--- config.mk ---
export PLATFORM = sky130hd
export DESIGN_NAME = alu_result_register
export DESIGN_NICKNAME = d
export VERILOG_FILES = /design/src/rtl/cpu6502_pkg.sv /design/src/rtl/bcd_adjust.sv /design/src/rtl/alu_result_register.sv
export SDC_FILE = /design/constraint.sdc
export NUM_CORES = 1
export LEC_CHECK = 0
export CAP_MARGIN = 10
export CORE_MARGIN = 8
export CORE_UTILIZATION = 42
export CTS_BUF_LIST = sky130_fd_sc_hd__clkbuf_16
export DETAILED_ROUTE_END_ITERATION = 12
export MAX_ROUTING_LAYER = met4
export PLACE_DENSITY = 0.89
export SYNTH_ARGS = -nofsm -noshare
export SYNTH_HDL_FRONTEND = slang
export SYNTH_HIERARCHICAL = 1
export SYNTH_SLANG_ARGS = --single-unit
export TNS_END_PERCENT = 30
--- constraint.sdc ---
create_clock -name clk -period 0.9 [get_ports clk]
set_input_delay 0.225 -clock clk [delete_from_list [all_inputs] [get_ports clk]]
set_output_delay 0.225 -clock clk [all_outputs]
set_load 0.01 [all_outputs]
--- src/rtl/cpu6502_pkg.sv ---
// Shared types and constants for the 6502-style datapath slice.
package cpu6502_pkg;

  typedef enum logic {
    EMPTY = 1'b0,
    HELD  = 1'b1
  } hold_state_t;

  localparam logic [7:0] BCD_LO_ADJ = 8'h06;
  localparam logic [7:0] BCD_HI_ADJ = 8'h60;

endpackage

--- src/rtl/bcd_adjust.sv ---
// Combinational decimal correction applied to the raw ALU sum before capture.
module bcd_adjust
  import cpu6502_pkg::*;
#(
  parameter int unsigned WIDTH      = 8,
  parameter bit          DECIMAL_EN = 1'b1
) (
  input  logic [WIDTH-1:0] alu_result,
  input  logic             hc,
  input  logic             c,
  input  logic             daa,
  input  logic             dsa,
  output logic [WIDTH-1:0] adj,
  output logic             adj_carry
);

  always_comb begin
    adj       = alu_result;
    adj_carry = c;
    // Requesting both adjustments at once is illegal and leaves the sum untouched.
    if (DECIMAL_EN && (daa ^ dsa)) begin
      if (daa) begin
        if (hc) adj = adj + BCD_LO_ADJ;
        if (c)  adj = adj + BCD_HI_ADJ;
      end else begin
        if (!hc) adj = adj - BCD_LO_ADJ;
        if (!c)  adj = adj - BCD_HI_ADJ;
      end
    end
  end

endmodule

--- src/rtl/alu_result_register.sv ---
// Adder hold register: captures the (decimal-corrected) ALU result and flags,
// and drives the held byte onto SB and ADL under independent enables.
module alu_result_register
  import cpu6502_pkg::*;
#(
  parameter int unsigned WIDTH      = 8,
  parameter bit          DECIMAL_EN = 1'b1
) (
  input  logic             clk,
  input  logic             reset_n,
  input  logic             latch,
  input  logic [WIDTH-1:0] alu_result,
  input  logic             alu_carry,
  input  logic             alu_overflow,
  input  logic             alu_half_carry,
  input  logic             daa,
  input  logic             dsa,
  input  logic             add_sb_0_6,
  input  logic             add_sb_7,
  input  logic             add_adl,
  output logic [WIDTH-1:0] sb_out,
  output logic [WIDTH-1:0] sb_drive,
  output logic [WIDTH-1:0] adl_out,
  output logic             adl_drive,
  output logic             acr,
  output logic             avr,
  output logic             held,
  output logic             empty_read
);

  hold_state_t      state_q, state_d;
  logic [WIDTH-1:0] hold_q, hold_d;
  logic             acr_q, acr_d;
  logic             avr_q, avr_d;
  logic             empty_read_q, empty_read_d;
  logic [WIDTH-1:0] adj;
  logic             adj_carry;
  logic             any_drive;

  bcd_adjust #(
    .WIDTH      (WIDTH),
    .DECIMAL_EN (DECIMAL_EN)
  ) u_bcd_adjust (
    .alu_result (alu_result),
    .hc         (alu_half_carry),
    .c          (alu_carry),
    .daa        (daa),
    .dsa        (dsa),
    .adj        (adj),
    .adj_carry  (adj_carry)
  );

  assign any_drive = add_sb_0_6 | add_sb_7 | add_adl;

  always_comb begin
    state_d      = state_q;
    hold_d       = hold_q;
    acr_d        = acr_q;
    avr_d        = avr_q;
    empty_read_d = any_drive & (state_q == EMPTY);
    if (latch) begin
      state_d = HELD;
      hold_d  = adj;
      acr_d   = adj_carry;
      avr_d   = alu_overflow;
    end
  end

  always_ff @(posedge clk or negedge reset_n) begin
    if (!reset_n) begin
      state_q      <= EMPTY;
      hold_q       <= '0;
      acr_q        <= 1'b0;
      avr_q        <= 1'b0;
      empty_read_q <= 1'b0;
    end else begin
      state_q      <= state_d;
      hold_q       <= hold_d;
      acr_q        <= acr_d;
      avr_q        <= avr_d;
      empty_read_q <= empty_read_d;
      if (DECIMAL_EN && latch)
        assert (!(daa && dsa)) else $error("alu_result_register: daa and dsa both set");
    end
  end

  // Hold is cleared while EMPTY, so masking by the enables alone yields 0x00 there.
  assign sb_drive   = {add_sb_7, {(WIDTH-1){add_sb_0_6}}};
  assign sb_out     = hold_q & sb_drive;
  assign adl_out    = add_adl ? hold_q : '0;
  assign adl_drive  = add_adl;
  assign acr        = acr_q;
  assign avr        = avr_q;
  assign held       = (state_q == HELD);
  assign empty_read = empty_read_q;

endmodule

Word-level counts from Yosys, hierarchy flattened

Index checks and enable logic that the tools add are counted.

Bits in registers: 12
Latch bits: 0
Bits in writable memories: 0
Memory bits (read-only): 0
Output and inout bits: 29
Logic and storage cells: 26
Memories: 0

$add $sub $neg: 4
Multiply operators: 0
Div/mod/pow operators: 0
Order comparisons: 0
Equal/unequal tests: 0
Shifts and indexed selects: 0
Multiplexer cells: 11
Bitwise gates (word level): 6
Reductions and logical operators: 0

Operators by type and width:

| cell                                                                | number |
|---|---|
| 8-bit 2-to-1 mux                                                    | 11 |
| 8-bit by 3-bit adder with 8-bit output (second input constant)      | 1 |
| 8-bit by 7-bit adder with 8-bit output (second input constant)      | 1 |
| 8-bit bitwise AND                                                   | 1 |
| 8-bit by 3-bit subtractor with 8-bit output (second input constant) | 1 |
| 8-bit by 7-bit subtractor with 8-bit output (second input constant) | 1 |
| 1-bit OR                                                            | 2 |
| 1-bit bitwise AND                                                   | 1 |
| 1-bit NOT                                                           | 1 |
| 1-bit XOR                                                           | 1 |

Logic depth before layout (Yosys ltp)

Gate-level depths: netlist of the first run.

Word-level depth: 8
Gate-level depth with buffers: 10
Depth with buffers taken out: 10

Modules after synthesis

Netlist of the first run, hierarchy kept.

By module, submodules not included:

| module              | times used | cells each | area an instance (um2) | seq. area each (um2) |
|---|---|---|---|---|
| alu_result_register | 1          | 51         | 640.6                  | 300.3 |
| bcd_adjust          | 1          | 67         | 475.5                  | 0.0 |

Least setup slack after synthesis of the first run

OpenSTA, ideal clock, no wires.

Kind: input to register
Start point: in alu_result[3]
End point: reg hold_q[7]
Setup time: 0.125 ns
Arrival: 2.039 ns
Data required time: 0.775 ns
Path slack: -1.264 ns
Stages on the path: 10
Buffers on the path: 1
Cells stage by stage: buf_2 -> or4_1 -> a21oi_2 -> xor2_2 -> ha_1 -> nor2_1 -> xor2_1 -> o22ai_1 -> xor2_1 -> mux2_4

Cells in the longest elaborated chain, start to end: 8
Elaborated cells between the ends (all ways): 14
Classes of those cells: add/sub: 4; mux: 10

Ends and longest elaborated chain:

| what                                                                                                         | RTL line                           | RTL |
|---|---|---|
| start, declared                                                                                              | alu_result_register.sv:12          | `input logic [WIDTH-1:0] alu_result,` |
| 8-bit by 3-bit subtractor with 8-bit output / 8-bit by 3-bit adder with 8-bit output (equally long branches) | bcd_adjust.sv:26, bcd_adjust.sv:23 |  |
| 8-bit 2-to-1 mux (on tied branches)                                                                          | bcd_adjust.sv:26, bcd_adjust.sv:23 |  |
| 8-bit 2-to-1 mux                                                                                             | bcd_adjust.sv:22                   | `if (daa) begin` |
| 8-bit 2-to-1 mux                                                                                             | bcd_adjust.sv:21                   | `if (DECIMAL_EN && (daa ^ dsa)) begin` |
| 8-bit by 7-bit subtractor with 8-bit output / 8-bit by 7-bit adder with 8-bit output (equally long branches) | bcd_adjust.sv:27, bcd_adjust.sv:24 |  |
| 8-bit 2-to-1 mux (on tied branches)                                                                          | bcd_adjust.sv:27, bcd_adjust.sv:24 |  |
| 8-bit 2-to-1 mux (*)                                                                                         | bcd_adjust.sv:22                   |  |
| 8-bit 2-to-1 mux (*)                                                                                         | bcd_adjust.sv:21                   |  |
| net adj[7]                                                                                                   | alu_result_register.sv:36          | `logic [WIDTH-1:0] adj;` |
| end signal, assigned                                                                                         | alu_result_register.sv:78          | `hold_q <= hold_d;` |
| end, declared                                                                                                | alu_result_register.sv:32          | `logic [WIDTH-1:0] hold_q, hold_d;` |

Mark *: on every way through the listed nets, which the timed path passes. The rest lies on a longest branch. The select of a mux whose other input is x is not followed.
A chain may end at the register's enable or synchronous reset.

Worst setup path in the final report of the first run

Start point: in alu_result[3]
End point: reg hold_q[6]

The elaborated chain is that of the path after synthesis.

==> results.yml, run 1 <==
clock_network:
  clock_latency_ns: 0.24
  tritoncts: "built"
  cts_hold_repair.buffers: 0
  cts_buffers: 3
  htree_num_levels: 1
  cell_at_the_root_of_the_clock_tree: "sky130_fd_sc_hd__clkbuf_16"
  clockBufferDepth: 2
  clock_transition_at_path_regs_ns: 0.04
  clock_sink_count: 12
drt:
  post-route-drc-count: 0
  routed-via-count: 1259
  route.antenna.remaining_nets: 0
  dr.pass1.iters: 4
  postRouteWirelength_mm: 4.48
  drt_iter0_markers: 38
  wl_per_cell_um: 19.1
  routed_via_density: 5.36
cells_and_area:
  mostFrequentLayoutCell: "sky130_fd_sc_hd__buf_4"
  final_net_count: 229
  fillers: 131
  layoutNonFillerInstCount: 235
  most_frequent_cells_in_the_layout: "sky130_fd_sc_hd__buf_4 (37), sky130_fd_sc_hd__buf_6 (30), sky130_fd_sc_hd__buf_2 (20)"
  num_antenna_cells: 0
  syn2layout_area_growth_pct: 88.5
  fin_util_pct: 84.1
  drive_above_1_share_pct: 67.3
pwr:
  p_leak_nw: 1.02
  power.internal_mw: 1.93
  share_of_power_burned_in_registers_pct: 24.4
  clock_power_share_pct: 30.2
  pwr_density_cell_nw_per_um2: 1280
  switching_component_of_the_power_mw: 0.767
  share_comb_of_total_power_pct: 45.4
  switching_share_pct: 28.4
  worst_ir_drop_vdd_mv: 1.35
worst_hold_path:
  hold_class: "in2async"
synth:
  postSynthCellCount: 118
  synthesis.yosys.warnings: 6
  postSynthNetCount: 141
  ys_async_sr_fraction_pct: 100
  mean_instance_size_in_the_synthesized_netlist_um2: 9.46
  synth_sequential_area_ratio_pct: 26.9
  synth_area_um2: 1120
  synth.distinct_cells: 37
  synth_area_leaders: "sky130_fd_sc_hd__dfrtp_1 (27%), sky130_fd_sc_hd__mux2_4 (12%), sky130_fd_sc_hd__and2_1 (9.0%)"
  synth_largest_type_area_fraction_pct: 26.9
  synth_enable_flop_cells: 0
  biggest_area_consumer_among_synthesized_cells: "sky130_fd_sc_hd__dfrtp_1"
  yosys_most_used_dff: "sky130_fd_sc_hd__dfrtp_1"
  synth-seq-cells: 12
grt:
  antenna_found_initial: 0
  pin_count_of_the_biggest_net_entering_global_routing: 13
  wire_length_of_the_first_global_routing_pass_mm: 5.75
  vias_in_the_first_global_route: 1174
  grt_usage_pct: 16.7
  grt-ovfl-total: 0
timing:
  rsz0062_at_grt: "true"
  clock-skew-final_ns: 0.000286
  setup_ws_ns: -1.08
  max-slew-margin-rel_pct: 75.3
  period_share_pct: 220
  layout_min_cycle_time_ns: 1.98
  setup_violations: 28
  timing_worst_slew_pin_value_ns: 0.366
  final_hold_viol_count: 0
  report.final.slew_viol_count: 0
  fmax_mhz: 504
placed_design:
  port_buffers: 47
  hpwlAfterDp_mm: 2.58
  pre_cts_ws_ns: -1.62
  numPlacedInstances: 209
  gpl.final_weighted_congestion: 0.804
floorplanning:
  io_pins: 48
  standard_cell_row_count: 18
  die_area_um2: 4560
  floorplan.die.height_um: 67.6
  coreArea_um2: 2500
  start_util_pct: 44.6
  horizontal_die_dimension_um: 67.6
run_status:
  status: "finished with violations"
  violations: "setup timing"
critical_path:
  cp-end-kind: "flip-flop"
  worst-endpoint-required_ns: 1.02
  worst-path-max-fanout: 2
  reg2reg_setup_slack_ns: -0.23
  criticalPathCategory: "in2reg"
  worstSetupStartpointType: "input port"
  crit_arrival_ns: 2.11
job:
  timing.max_cap.violations: 0
## kinds of logic (layout without fill, tap and decap cells)
| group | Yosys count | in the layout | share of synthesized area (%) |
|---|---|---|---|
| AND/OR/NAND/NOR | 41 | 41 | 21.6 |
| buffers and inverters | 21 | 108 | 12.4 |
| AO/OA/AOI/OAI | 17 | 17 | 10.5 |
| XOR/XNOR | 13 | 13 | 10.9 |
| flip-flops | 12 | 12 | 26.9 |
| multiplexers | 10 | 10 | 13.1 |
| adder cells (fa/ha/maj) | 4 | 4 | 4.48 |
## critical path: stages
cell and delay, ns:
sky130_fd_sc_hd__buf_6 0.09, sky130_fd_sc_hd__or4_4 0.53, sky130_fd_sc_hd__a21oi_4 0.14, sky130_fd_sc_hd__xor2_2 0.17, sky130_fd_sc_hd__ha_2 0.29, sky130_fd_sc_hd__nor2_1 0.12, sky130_fd_sc_hd__o22ai_1 0.11, sky130_fd_sc_hd__o221ai_2 0.09
sky130_fd_sc_hd__nand2_1 0.08, sky130_fd_sc_hd__mux2_4 0.25
## metrics by stage
stage               total power, mW  hold WS, ns  cell area [µm²]  TNS (ns)
floorplan                      1.09      -0.0706             1140     -4.45
global placement               1.56        0.489             1770    -30.54
detailed placement             1.60        0.494             1770    -31.41
finish                         2.70        0.311             2100     -8.74
global route                   2.81        0.314             2100     -9.40
CTS                            2.49        0.315             1880     -9.41
## metal layers
metal,up-vias,track usage (%),part of all wire [%]
li1,563,-,-
met1,605,17.5,36
met2,75,30.7,50
met3,16,3.97,9.9
met4,0,3.66,3.6
met5,-,-,0
## sequential cells by signal, indices dropped and copies added, names as in the netlist
register,flops
held,1
empty_read,1
avr,1
hold_q,8
acr,1
## cells in the mapped netlist, drive strengths merged, types with 2 or more instances
cell	n
a22oi	2
and2	16
dfrtp	12
nand3	2
mux2	10
nand2	6
clkbuf	2
o22ai	3
nor2	7
buf	15
a21oi	4
xnor2	3
o21ai	3
inv	4
ha	4
xor2	10
## area by class of cell
cell class,instances,area [µm²],share of cell area [%]
clock buffers,3,75.1,3.57
clock inverters,1,3.75,0.178
inverters,4,20.0,0.952
multi-input cells,85,812,38.6
flip-flops and latches,12,300,14.3
well taps,30,37.5,1.78
repair buffers,100,855,40.6
## timing repair
action                     CTS  global route
resized for setup          179            46
setup endpoints to repair   41            28
buffers inserted            15             7
pin swaps                   15            15
gates cloned                 1             0
## worst paths after layout
check | from | cells past startpoint | endpoint
setup / recovery | alu_result[3] | 10 | hold_q[6]
hold / removal | reset_n | 2 | avr
setup reg to reg | hold_q[3] | 4 | hold_q[3]
hold reg to reg | avr | 1 | avr
max in group asynchronous | reset_n | 2 | hold_q[2]
min in group clk | add_sb_0_6 | 4 | empty_read
## power by group through the flow
stage | Clock [mW] | Combinational (mW) | Sequential [mW]
after global placement | 0 | 0.903 | 0.657
after detailed placement | 0 | 0.932 | 0.663
after CTS | 0.818 | 1.02 | 0.652
after global routing | 0.848 | 1.30 | 0.662
final | 0.815 | 1.23 | 0.657
after floorplan | 0 | 0.441 | 0.649
No activity file was read; power rests on OpenSTA's default activity.
==> run 2: changes to the inputs <==
--- a/config.mk
+++ b/config.mk
@@ -6,7 +6,7 @@
 export NUM_CORES = 1
 export LEC_CHECK = 0
 export CAP_MARGIN = 10
-export CORE_MARGIN = 8
+export CORE_MARGIN = 4
 export CORE_UTILIZATION = 42
 export CTS_BUF_LIST = sky130_fd_sc_hd__clkbuf_16
 export DETAILED_ROUTE_END_ITERATION = 12
==> run 2 against run 1 <==
First-iteration DRC count is 89% higher. Core utilization is 0.60 points higher. Final cell count stayed put. Critical endpoint unchanged. Sequential power is 1% higher. Sequential share of layout area is 0.10 points lower. The run still ends with setup timing left. Global-route usage is 7.9 points higher. Register-to-register slack hardly changed. Flip-flop and latch count stayed put. Critical path type unchanged.
==> results.yml, run 2 (synthesis results as in run 1) <==
cells_and_area:
  drive_above_1_share_pct: 67.3
  largest_register: "hold_q"
  multi_input_area_um2: 820
  fin_util_pct: 84.7
  syn2layout_area_growth_pct: 89.8
  fillers: 120
  most_frequent_cells_in_the_layout: "sky130_fd_sc_hd__buf_4 (36), sky130_fd_sc_hd__buf_6 (30), sky130_fd_sc_hd__dfrtp_1 (12), sky130_fd_sc_hd__clkbuf_2 (12), sky130_fd_sc_hd__buf_2 (11)"
  final_net_count: 230
  num_antenna_cells: 0
  storage_cell_area_um2: 300
  mostFrequentLayoutCell: "sky130_fd_sc_hd__buf_4"
  largest_reg_flops: 8
timing:
  clock-skew-final_ns: 0.0000542
  max-slew-margin-rel_pct: 73.3
  layout_min_cycle_time_ns: 1.99
  fin_hold_ws_ns: 0.330
  final_hold_viol_count: 0
  setup_violations: 37
  fmax_mhz: 503
  report.final.slew_viol_count: 0
  rsz0062_at_grt: "true"
  timing_worst_slew_pin_value_ns: 0.394
  period_share_pct: 221
  final.setup.tns_ns: -9.48
  setup_ws_ns: -1.09
drt:
  dr.pass1.iters: 4
  route.antenna.remaining_nets: 0
  routed_via_density: 5.28
  routed-via-count: 1241
  wl_per_cell_um: 19.0
  postRouteWirelength_mm: 4.47
  drt_iter0_markers: 72
  post-route-drc-count: 0
clock_network:
  tritoncts: "built"
  cts_buffers: 3
  cts_hold_repair.buffers: 0
  htree_num_levels: 1
  clock_sink_count: 12
  cell_at_the_root_of_the_clock_tree: "sky130_fd_sc_hd__clkbuf_16"
  clock_latency_ns: 0.24
  clockBufferDepth: 2
  clock_transition_at_path_regs_ns: 0.04
placed_design:
  pre_cts_ws_ns: -1.64
  gpl.final_weighted_congestion: 0.818
  hpwlAfterDp_mm: 2.38
  port_buffers: 47
pwr:
  pwr_density_cell_nw_per_um2: 1280
  worst_ir_drop_vdd_mv: 1.21
  p_leak_nw: 1.04
grt:
  pin_count_of_the_biggest_net_entering_global_routing: 13
  vias_in_the_first_global_route: 1260
  wire_length_of_the_first_global_routing_pass_mm: 6.27
  grt-ovfl-total: 0
  antenna_found_initial: 0
  grt_usage_pct: 24.6
floorplanning:
  standard_cell_row_count: 18
  io_pins: 48
  horizontal_die_dimension_um: 59.6
  coreArea_um2: 2500
  start_util_pct: 44.6
  die_area_um2: 3550
  floorplan.die.height_um: 59.6
critical_path:
  worstSetupStartpointType: "input port"
  crit_arrival_ns: 2.11
  criticalPathCategory: "in2reg"
  slowest_delay_ns: 0.53
  worst-path-max-fanout: 2
  cp_slowest_cell: "sky130_fd_sc_hd__or4_4"
  worst-endpoint-required_ns: 1.02
  cp-end-kind: "flip-flop"
  cp_cell_sequence: "buf_6 -> or4_4 -> a21oi_4 -> xor2_2 -> ha_2 -> nor2_1 -> o22ai_1 -> o221ai_2 -> nand2_1 -> mux2_4"
run_status:
  violations: "setup timing"
  status: "finished with violations"
worst_hold_path:
  hold_class: "in2async"
job:
  timing.max_cap.violations: 0
run 2: cell type report:
class,count,share of cell area [%]
tap,30,1.77
inverter,4,0.945
sequential,12,14.2
timing repair buffer,101,40.9
clock buffer,3,3.54
multi-input combinational,85,38.7
run 2: worst paths after layout:
path	from	end	slack, ns	cells past startpoint
min in group clk	add_adl	empty_read	0.40	3
worst max register to register	hold_q[4]	hold_q[4]	-0.23	4
max in group asynchronous	reset_n	empty_read	0.46	2
worst min register to register	avr	avr	0.52	1
worst max-delay path	alu_result[4]	hold_q[6]	-1.09	10
worst min-delay path	reset_n	hold_q[6]	0.33	2
run 2: critical path, delay by kind of cell:
kind / cells / cell delay [ns]
AOI/OAI and AO/OA: 3 / 0.34
xor gates and xnor gates: 1 / 0.17
adders and majority gates: 1 / 0.29
buffers and inverters: 1 / 0.09
muxes: 1 / 0.25
and+or+nand+nor: 3 / 0.74
run 2: per-layer routing:
| layer | global-route usage, % | part of all wire, % |
|---|---|---|
| met1 | 27.4 | 37 |
| met2 | 43.7 | 52 |
| met3 | 4.79 | 8.1 |
| met4 | 7.91 | 3.3 |
| met5 | - | 0 |
run 2: repair_timing:
action / in CTS / in global routing
setup endpoints to repair: 41 / 39
pin swaps: 13 / 10
gates resized for setup: 131 / 68
buffers inserted: 18 / 6
endpoints found under the hold margin: 0 / 0
run 2: report_power, final:
part	internal, mW	switching [mW]
Clock	0.578	0.226
Combinational	0.731	0.503
Sequential	0.608	0.0558
run 2: stage by stage:
stage	power, mW	instances	cell area (µm²)
3_5_place_dp	1.60	211	1780
4_1_cts	2.52	231	2010
2_1_floorplan	1.09	118	1140
3_3_place_gp	1.56	211	1780
5_1_grt	2.82	235	2120
6_report	2.70	235	2120
==> run 3: changes to the inputs <==
--- a/config.mk
+++ b/config.mk
@@ -10,6 +10,7 @@
 export CORE_UTILIZATION = 42
 export CTS_BUF_LIST = sky130_fd_sc_hd__clkbuf_16
 export DETAILED_ROUTE_END_ITERATION = 12
+export GPL_TIMING_DRIVEN = 0
 export MAX_ROUTING_LAYER = met4
 export PLACE_DENSITY = 0.89
 export SYNTH_ARGS = -nofsm -noshare
==> run 3 against run 2 <==
The run still ends with setup timing left. Flip-flop and latch count stayed put. Clock skew hardly changed. Total power is 11% lower. Fmax is 0.30% lower. Sequential power is 2% lower. Setup slack worse by 0.0061 ns. Combinational power is 24% lower. Count of clock-buffer cells in the layout stayed put. First-iteration DRC count is 50% lower. Largest power group unchanged.
==> results.yml, run 3 (synthesis results as in run 1) <==
placed_design:
  gpl.final_weighted_congestion: 0.854
  port_buffers: 41
  numPlacedInstances: 189
  hpwlAfterDp_mm: 2.20
worst_hold_path:
  worst_hold_path.endpoint: "acr"
  start_point_of_the_worst_hold_path: "alu_carry"
  hold_class: "in2reg"
  hold_path_depth: 2
drt:
  routedLengthMet1_mm: 1.26
  dr.pass1.iters: 4
  maxUsedRoutingLayer: "met4"
  wl_per_cell_um: 16.2
  route.antenna.remaining_nets: 0
  postRouteWirelength_mm: 3.30
  post-route-drc-count: 0
  routed_via_density: 5.21
  met3WireLength_um: 365
  routed-via-count: 1063
  drt_iter0_markers: 36
  met2_wirelength_mm: 1.56
grt:
  pin_count_of_the_biggest_net_entering_global_routing: 16
  antenna_found_initial: 0
  vias_in_the_first_global_route: 1056
  grt_usage_pct: 18.7
  wire_length_of_the_first_global_routing_pass_mm: 4.83
  grt-ovfl-total: 0
timing:
  fmax_mhz: 502
  setup_violations: 26
  layout_min_cycle_time_ns: 1.99
  period_share_pct: 221
  max-slew-margin-rel_pct: 67.3
  final_hold_viol_count: 0
  timing_worst_slew_pin_value_ns: 0.489
  clock-skew-final_ns: 0.000383
  rsz0062_at_grt: "true"
  setup_ws_ns: -1.09
  report.final.slew_viol_count: 0
clock_network:
  clock_latency_ns: 0.24
  cts_hold_repair.buffers: 0
  htree_num_levels: 1
  cell_at_the_root_of_the_clock_tree: "sky130_fd_sc_hd__clkbuf_16"
  clock_sink_count: 12
  tritoncts: "built"
  clock_transition_at_path_regs_ns: 0.04
  cts_buffers: 3
  clockBufferDepth: 2
cells_and_area:
  final_net_count: 198
  syn2layout_area_growth_pct: 60.8
  fillers: 186
  most_frequent_cells_in_the_layout: "sky130_fd_sc_hd__buf_4 (28), sky130_fd_sc_hd__buf_2 (19), sky130_fd_sc_hd__buf_6 (12), sky130_fd_sc_hd__dfrtp_1 (12), sky130_fd_sc_hd__and2_1 (10)"
  drive_above_1_share_pct: 59.2
  layoutNonFillerInstCount: 204
  num_antenna_cells: 0
  fin_util_pct: 71.8
  largest_register: "hold_q"
  mostFrequentLayoutCell: "sky130_fd_sc_hd__buf_4"
  largest_reg_flops: 8
critical_path:
  crit-reg2reg-launch: "hold_q[5]"
  worst-path-max-fanout: 2
  worst_path_dominant_cell_family: "simple AND/OR/NAND/NOR gates"
  worstSetupStartpointType: "input port"
  worstReg2RegEnd: "hold_q[5]"
  crit_arrival_ns: 2.12
  critical_path.n_buffers_inverters: 1
  cp_cell_sequence: "buf_12 -> or4_4 -> a21oi_4 -> xor2_2 -> ha_4 -> nor2_4 -> xor2_1 -> o22ai_2 -> xor2_1 -> mux2_4"
  criticalPathCategory: "in2reg"
  slowest_delay_ns: 0.53
  reg2reg_setup_slack_ns: -0.11
  cp-end-kind: "flip-flop"
  cp_slowest_cell: "sky130_fd_sc_hd__or4_4"
  worst-endpoint-required_ns: 1.02
  reg2reg_depth: 3
  critPathMostFrequentCell: "sky130_fd_sc_hd__xor2_1"
pwr:
  switching_share_pct: 27.9
  power.internal_mw: 1.73
  pwr_density_cell_nw_per_um2: 1340
  clock_power_share_pct: 33.9
  worst_ir_drop_vdd_mv: 1.17
  share_of_power_burned_in_registers_pct: 27.2
  p_leak_nw: 0.845
  switching_component_of_the_power_mw: 0.669
  totalPowerFinal_mw: 2.40
  share_comb_of_total_power_pct: 38.9
floorplanning:
  floorplan.die.height_um: 59.6
  coreArea_um2: 2500
  standard_cell_row_count: 18
  horizontal_die_dimension_um: 59.6
  io_pins: 48
  die_area_um2: 3550
  start_util_pct: 44.6
run_status:
  violations: "setup timing"
  status: "finished with violations"
job:
  timing.max_cap.violations: 0
==> run 3: metrics by stage <==
stage	hold slack [ns]	area, µm²	setup slack [ns]	TNS (ns)
after global placement	0.446	1590	-1.83	-34.17
after detailed placement	0.442	1590	-1.90	-35.26
final	0.218	1790	-1.09	-7.51
after CTS	0.217	1620	-1.10	-9.58
after floorplan	-0.0706	1140	-1.23	-4.45
after global routing	0.223	1790	-1.16	-8.48
==> run 3: final cells by class <==
class / instances / area [µm²] / area share (%)
Buffer: 17 / 140 / 7.81
Clock buffer: 3 / 75.1 / 4.18
Clock inverter: 1 / 3.75 / 0.209
Inverter: 4 / 30.0 / 1.67
Multi-Input combinational cell: 85 / 785 / 43.7
Sequential cell: 12 / 300 / 16.7
Tap cell: 30 / 37.5 / 2.09
Timing Repair Buffer: 52 / 423 / 23.6
==> run 3: worst max-delay path by stage <==
stage / from / end / cells after the start
2_1_floorplan: alu_result[5] / hold_q[7] / 10
3_3_place_gp: alu_result[4] / hold_q[7] / 10
3_5_place_dp: alu_result[1] / hold_q[7] / 11
4_1_cts: alu_result[5] / hold_q[7] / 10
5_1_grt: alu_result[4] / hold_q[7] / 10
6_report: alu_result[4] / hold_q[7] / 10
==> run 3: routing by layer <==
| layer | track usage [%] | vias up |
|---|---|---|
| met2 | 33.5 | 65 |
| met4 | 7.91 | 0 |
| li1 | - | 506 |
| met1 | 19.0 | 479 |
| met5 | - | - |
| met3 | 5.01 | 13 |
==> run 3: power groups by stage <==
stage / clock network, mW / registers [mW] / logic (mW)
final: 0.813 / 0.654 / 0.934
after global routing: 0.867 / 0.664 / 1.00
after CTS: 0.826 / 0.651 / 0.790
after detailed placement: 0 / 0.660 / 0.794
after global placement: 0 / 0.656 / 0.765
after floorplan: 0 / 0.649 / 0.441
==> run 3: what timing repair did <==
action | CTS | global route
gates resized for setup | 138 | 52
setup buffers | 7 | 4
gates cloned | 0 | 0
pin swaps | 17 | 16
setup endpoints to repair | 41 | 27
